==> config.mk <==
export PLATFORM = sky130hd
export DESIGN_NAME = enemy_hit_detector
export DESIGN_NICKNAME = d
export VERILOG_FILES = /design/src/rtl/enemy_pkg.sv /design/src/rtl/enemy_edge_classifier.sv /design/src/rtl/enemy_hit_detector.sv
export SDC_FILE = /design/constraint.sdc
export NUM_CORES = 1
export LEC_CHECK = 0
export ABC_AREA = 1
export BUFFER_PORTS_ARGS = -buffer_cell sky130_fd_sc_hd__buf_2
export CORE_ASPECT_RATIO = 2
export CORE_UTILIZATION = 56
export DETAILED_ROUTE_END_ITERATION = 8
export PLACE_DENSITY = 0.8
export SYNTH_ARGS = -nofsm -noshare
export SYNTH_HDL_FRONTEND = slang
export SYNTH_HIERARCHICAL = 1
export SYNTH_SLANG_ARGS = --single-unit
==> constraint.sdc <==
create_clock -name clk -period 2.6 [get_ports clk]
set_input_delay 0.13 -clock clk [delete_from_list [all_inputs] [get_ports clk]]
set_output_delay 0.13 -clock clk [all_outputs]
set_load 0.005 [all_outputs]
==> src/rtl/enemy_pkg.sv <==
// Shared enemy definitions: edge codes reported by the hit detector and
// consumed by the enemy motion FSM, plus the detector state encoding.
package enemy_pkg;

  localparam logic [3:0] EDGE_NONE   = 4'b0000;
  localparam logic [3:0] EDGE_TOP    = 4'b0100;
  localparam logic [3:0] EDGE_RIGHT  = 4'b0010;
  localparam logic [3:0] EDGE_LEFT   = 4'b1000;
  localparam logic [3:0] EDGE_BOTTOM = 4'b0001;

  typedef enum logic [1:0] {
    IDLE_ST,
    SCAN_ST,
    REPORTED_ST
  } det_state_t;

  // Slot of an edge's hit counter; only meaningful for a non-zero edge code.
  function automatic logic [1:0] edge_index(input logic [3:0] code);
    case (code)
      EDGE_TOP:   edge_index = 2'd0;
      EDGE_RIGHT: edge_index = 2'd1;
      EDGE_LEFT:  edge_index = 2'd2;
      default:    edge_index = 2'd3;
    endcase
  endfunction

endpackage

==> src/rtl/enemy_edge_classifier.sv <==
// Maps a pixel offset inside the enemy sprite to the sprite edge it lies on,
// using a 4x4 grid of cells; corners and interior give EDGE_NONE.
module enemy_edge_classifier
  import enemy_pkg::*;
#(
  parameter int OBJECT_WIDTH_X = 32,
  parameter int OBJECT_HIGHT_Y = 32
) (
  input  logic signed [11:0] off_x,
  input  logic signed [11:0] off_y,
  output logic        [3:0]  code
);

  localparam int CX_MSB = $clog2(OBJECT_WIDTH_X) - 1;
  localparam int CY_MSB = $clog2(OBJECT_HIGHT_Y) - 1;
  localparam logic signed [11:0] WIDTH_S  = 12'(OBJECT_WIDTH_X);
  localparam logic signed [11:0] HEIGHT_S = 12'(OBJECT_HIGHT_Y);

  logic [1:0] cx;
  logic [1:0] cy;
  logic       in_box;

  // Sizes are powers of two, so the cell index is the top two offset bits.
  assign cx     = off_x[CX_MSB -: 2];
  assign cy     = off_y[CY_MSB -: 2];
  assign in_box = !off_x[11] && !off_y[11] && (off_x < WIDTH_S) && (off_y < HEIGHT_S);

  always_comb begin
    code = EDGE_NONE;
    if (in_box) begin
      if (cy == 2'd0 && (cx == 2'd1 || cx == 2'd2))
        code = EDGE_TOP;
      else if (cy == 2'd3 && (cx == 2'd1 || cx == 2'd2))
        code = EDGE_BOTTOM;
      else if (cx == 2'd0 && (cy == 2'd1 || cy == 2'd2))
        code = EDGE_LEFT;
      else if (cx == 2'd3 && (cy == 2'd1 || cy == 2'd2))
        code = EDGE_RIGHT;
    end
  end

endmodule

==> src/rtl/enemy_hit_detector.sv <==
// Per-pixel enemy/wall overlap detector: classifies overlaps by sprite edge,
// debounces them per frame and issues at most one collision report per frame.
module enemy_hit_detector
  import enemy_pkg::*;
#(
  parameter int OBJECT_WIDTH_X = 32,
  parameter int OBJECT_HIGHT_Y = 32,
  parameter int MIN_HITS       = 4,
  parameter int COUNT_W        = 4
) (
  input  logic               clk,
  input  logic               reset,
  input  logic               startOfFrame,
  input  logic               game_on,
  input  logic        [10:0] pixelX,
  input  logic        [10:0] pixelY,
  input  logic signed [10:0] topLeftX,
  input  logic signed [10:0] topLeftY,
  input  logic               enemy_DR,
  input  logic               wall_DR,
  output logic               collision,
  output logic        [3:0]  HitEdgeCode,
  output logic               valid_enemy_pos
);

  det_state_t state_q, state_d;

  logic signed [11:0] off_x, off_y;
  logic [3:0]         cls_code;
  logic               ov_now;
  logic               ov_q;
  logic [3:0]         code_q;
  logic               any_ov_q;
  logic [COUNT_W-1:0] edge_cnt [4];
  logic [1:0]         edge_idx;
  logic [COUNT_W-1:0] inc_cnt;
  logic               report;
  logic               frame_clear;

  assign off_x  = $signed({1'b0, pixelX}) - $signed({topLeftX[10], topLeftX});
  assign off_y  = $signed({1'b0, pixelY}) - $signed({topLeftY[10], topLeftY});
  assign ov_now = enemy_DR & wall_DR;

  enemy_edge_classifier #(
    .OBJECT_WIDTH_X(OBJECT_WIDTH_X),
    .OBJECT_HIGHT_Y(OBJECT_HIGHT_Y)
  ) u_classifier (
    .off_x(off_x),
    .off_y(off_y),
    .code (cls_code)
  );

  // Anything that wipes the frame context: reset, game stop, idling, frame start.
  assign frame_clear = reset || !game_on || (state_q == IDLE_ST) || startOfFrame;

  always_comb begin
    edge_idx = edge_index(code_q);
    inc_cnt  = (&edge_cnt[edge_idx]) ? edge_cnt[edge_idx] : edge_cnt[edge_idx] + 1'b1;
    report   = (state_q == SCAN_ST) && (code_q != EDGE_NONE) &&
               (inc_cnt == COUNT_W'(MIN_HITS));
  end

  always_comb begin
    state_d = state_q;
    if (!game_on) begin
      state_d = IDLE_ST;
    end else begin
      case (state_q)
        IDLE_ST:     if (startOfFrame) state_d = SCAN_ST;
        SCAN_ST:     if (startOfFrame) state_d = SCAN_ST;
                     else if (report) state_d = REPORTED_ST;
        REPORTED_ST: if (startOfFrame) state_d = SCAN_ST;
        default:     state_d = IDLE_ST;
      endcase
    end
  end

  always_ff @(posedge clk) begin
    if (reset) state_q <= IDLE_ST;
    else       state_q <= state_d;
  end

  always_ff @(posedge clk) begin
    if (frame_clear) begin
      ov_q   <= 1'b0;
      code_q <= EDGE_NONE;
    end else begin
      ov_q   <= ov_now;
      code_q <= ov_now ? cls_code : EDGE_NONE;
    end
  end

  // Frame-start handling takes priority, so a stage 1 hit in that cycle is dropped.
  always_ff @(posedge clk) begin
    collision <= 1'b0;
    if (reset || !game_on || state_q == IDLE_ST) begin
      for (int i = 0; i < 4; i++) edge_cnt[i] <= '0;
      any_ov_q        <= 1'b0;
      HitEdgeCode     <= EDGE_NONE;
      valid_enemy_pos <= 1'b0;
    end else if (startOfFrame) begin
      for (int i = 0; i < 4; i++) edge_cnt[i] <= '0;
      valid_enemy_pos <= !any_ov_q;
      any_ov_q        <= 1'b0;
      HitEdgeCode     <= EDGE_NONE;
    end else begin
      if (ov_q) any_ov_q <= 1'b1;
      if (code_q != EDGE_NONE) edge_cnt[edge_idx] <= inc_cnt;
      if (report) begin
        collision   <= 1'b1;
        HitEdgeCode <= code_q;
      end
    end
  end

endmodule
==> results by group <==
Status
  • Outcome: finished clean

Timing
  • Transition time at the pin with the least slew margin: 305 ps
  • Final Max Tran Viols: 0
  • RSZ-0062 raised after global routing: no
  • Max Fclk: between 0.4 and 0.5 GHz
  • Fin Clk Skew: between 6 and 7 ps
  • Setup violation total in the final timing report: 0
  • Final cycle utilization of the critical path: between 70% and 80%
  • Fin. Hold Viols: 0
  • Setup TNS: 0 ps
  • Max_slew headroom: between 70 and 80%
  • Final critical delay including setup and external delays: between 2000 and 2500 ps

Route
  • Post-route DRC violation count: 0
  • Post-detailed-route via-to-cell ratio: just over 5
  • WL/cell: 11.6 um
  • DRT Wirelength: between 5000 and 6000 um
  • Vias: between 2000 and 3000
  • Number of detailed-routing iterations run before antenna repair: 4
  • Violation count after the first detailed-route iteration: 37
  • Antenna violation net count after detailed routing: 0

Die
  • Number of I/O pins: between 50 and 60
  • Die Footprint: approximately 5300 sq um
  • Placement row count: 35
  • Die boundary height: 102 um
  • Die width: between 50 and 60 um
  • Starting utilization of the core area: 59.2%
  • Core region area: 4690 sq um

Clocking
  • Clock-pin slew on the worst setup and hold paths: 70 ps
  • Clk_lat worst skew: approximately 280 ps
  • Cell chosen for the clock root: sky130_fd_sc_hd__clkbuf_8
  • Clock tree from TritonCTS: built
  • Num CTS Buffers: 5
  • Post-CTS repair timing setup buffer count: 0
  • Number of buffers on the longest clock path: 2
  • Number of clock sinks: 30
  • Total of hold buffers inserted after clock tree synthesis: 0
  • CTS H-tree depth: 2
  • # resized after CTS: 0

Cells and area
  • Total area of multi-input combinational cells: 1690 sq um
  • Nets@finish: 525
  • Share of final-layout standard cells stronger than drive strength 1: 25.0%
  • FF+latch area: roughly 760 sq um
  • Area growth, synth to finish: 15.3%
  • Layout fillers: just over 400
  • Ant. Diodes: 0
  • Post-Route Utilization: about two thirds

Yosys
  • Gate count of the mapped netlist: ~390
  • Post-synthesis net count: about 460
  • Netlist area before placement: 2770 sq um
  • Synth warn: 6
  • Synth Area per Inst: 7.20 sq um

Place
  • Placer congestion estimate: around 0.84
  • HPWL after detailed placement: 4920 um
  • Count of port buffers added during placement: 55

Setup path
  • Crit Path Class: input port to register
  • Largest fanout of any net on the critical path: 4
  • Worst Reg-to-Reg Cells: 10
  • Crit-path max cell delay: roughly 380 ps
  • Worst path most repeated cell: sky130_fd_sc_hd__nand2_1
  • Required time reported for the critical path endpoint: 2820 ps
  • Total buffers and inverters traversed by the critical path: 3
  • Worst-path cell chain: buf_2, inv_1, ha_1, fa_1, o21ai_0, nand2_1, nand2_1, nand2_1, nand2_1, a21oi_1, xor2_1, or2_1, nor2_2, nand2_2, nor2_1, inv_1, nor2_1
  • Crit path capture type: register
  • Cell family contributing the most delay on the critical path: simple AND/OR/NAND/NOR gates
  • Cell count along the critical path: 17
  • Arrival time at the worst endpoint: about 2300 ps
  • CP max stage cell: sky130_fd_sc_hd__fa_1
  • Reg-to-reg slack, setup: ~730 ps
  • Crit path launch type: input port

GRT
  • Number of antenna violations at the first check in global routing: 0
  • Vias in the first global route: about 2500
  • Global-route usage over all layers: roughly 25%
  • Pin count of the biggest net entering global routing: 14
  • Final global-route overflow total: 0
  • Wire length of the first global-routing pass: 9780 um

Pwr
  • Power per Cell Area: about 380 nW/um^2
  • Maximum resistive drop on vdd: 0.000321 V
  • Leakage power of the design: between 1.5 and 2 nW

Hold path
  • Hold Crit Class: input port to register
  • Count of cells along the worst hold path: 4

Job
  • Max-cap violations: 0
-- layout by cell type (no fill, tap or decap), drive strengths merged, types with 2 or more instances in the layout --
cell,n
nand3b,5
fa,2
nand4,4
nor2,54
xor2,16
nand3,20
a31oi,2
clkinv,2
dfxtp,14
buf,56
o21bai,2
o221ai,2
ha,26
o21ai,13
nand2,95
inv,84
nor3,4
clkbuf,5
a21o,2
edfxtp,16
a21oi,22
-- routing by layer --
metal	GRT usage, %	share of wire (%)	vias to the layer above
met5	0	0	-
met4	12.7	3.5	0
met3	3.15	2.9	18
met2	51.9	60	59
met1	20.3	34	1196
li1	-	-	1326
-- worst paths after layout --
path	from	endpoint
max reg2reg	code_q[1]$_SDFF_PP0_	edge_cnt[2][1]$_SDFFCE_PN0P_
max	pixelX[0]	code_q[1]$_SDFF_PP0_
min reg2reg	ov_q$_SDFF_PP0_	any_ov_q$_SDFFE_PP0P_
min	reset	state_q[0]$_SDFFE_PP0P_
-- where the power goes --
part	total, mW	switching [mW]	internal, mW
combinational	0.350	0.206	0.144
clock	0.362	0.178	0.183
sequential	0.500	0.00168	0.498
total	1.21	0.386	0.826
-- flip-flops by register name, summed over array words and instances, names as in the netlist --
name and count:
code_q 4, state_q 2, HitEdgeCode 4, collision 1
ov_q 1, edge_cnt 16, valid_enemy_pos 1, any_ov_q 1
-- layout make-up --
cell class                 instances  area share (%)
multi-input combinational        271            52.8
sequential                        30            23.8
inverter                          83            9.82
timing repair buffer              56            8.85
clock buffer                       5            2.15
tap                               55            2.15
clock inverter                     3           0.470
-- tightest hold or removal path, stage by stage --
cell and delay (ps):
sky130_fd_sc_hd__buf_2 80, sky130_fd_sc_hd__nor2_1 50, sky130_fd_sc_hd__nand2_1 70, sky130_fd_sc_hd__a21oi_1 40
-- metrics by stage --
stage               cell area, sq um  worst slack, ps  total power, mW  hold WS (ps)  cells
floorplan                       2770              528            0.762           296    385
global placement                3110              361            0.848           391    495
detailed placement              3110              255            0.858           417    495
CTS                             3200              553             1.22           113    503
global route                    3200              290             1.29           133    503
finish                          3200              561             1.21           124    503
Power figures use the tool's default switching activity.
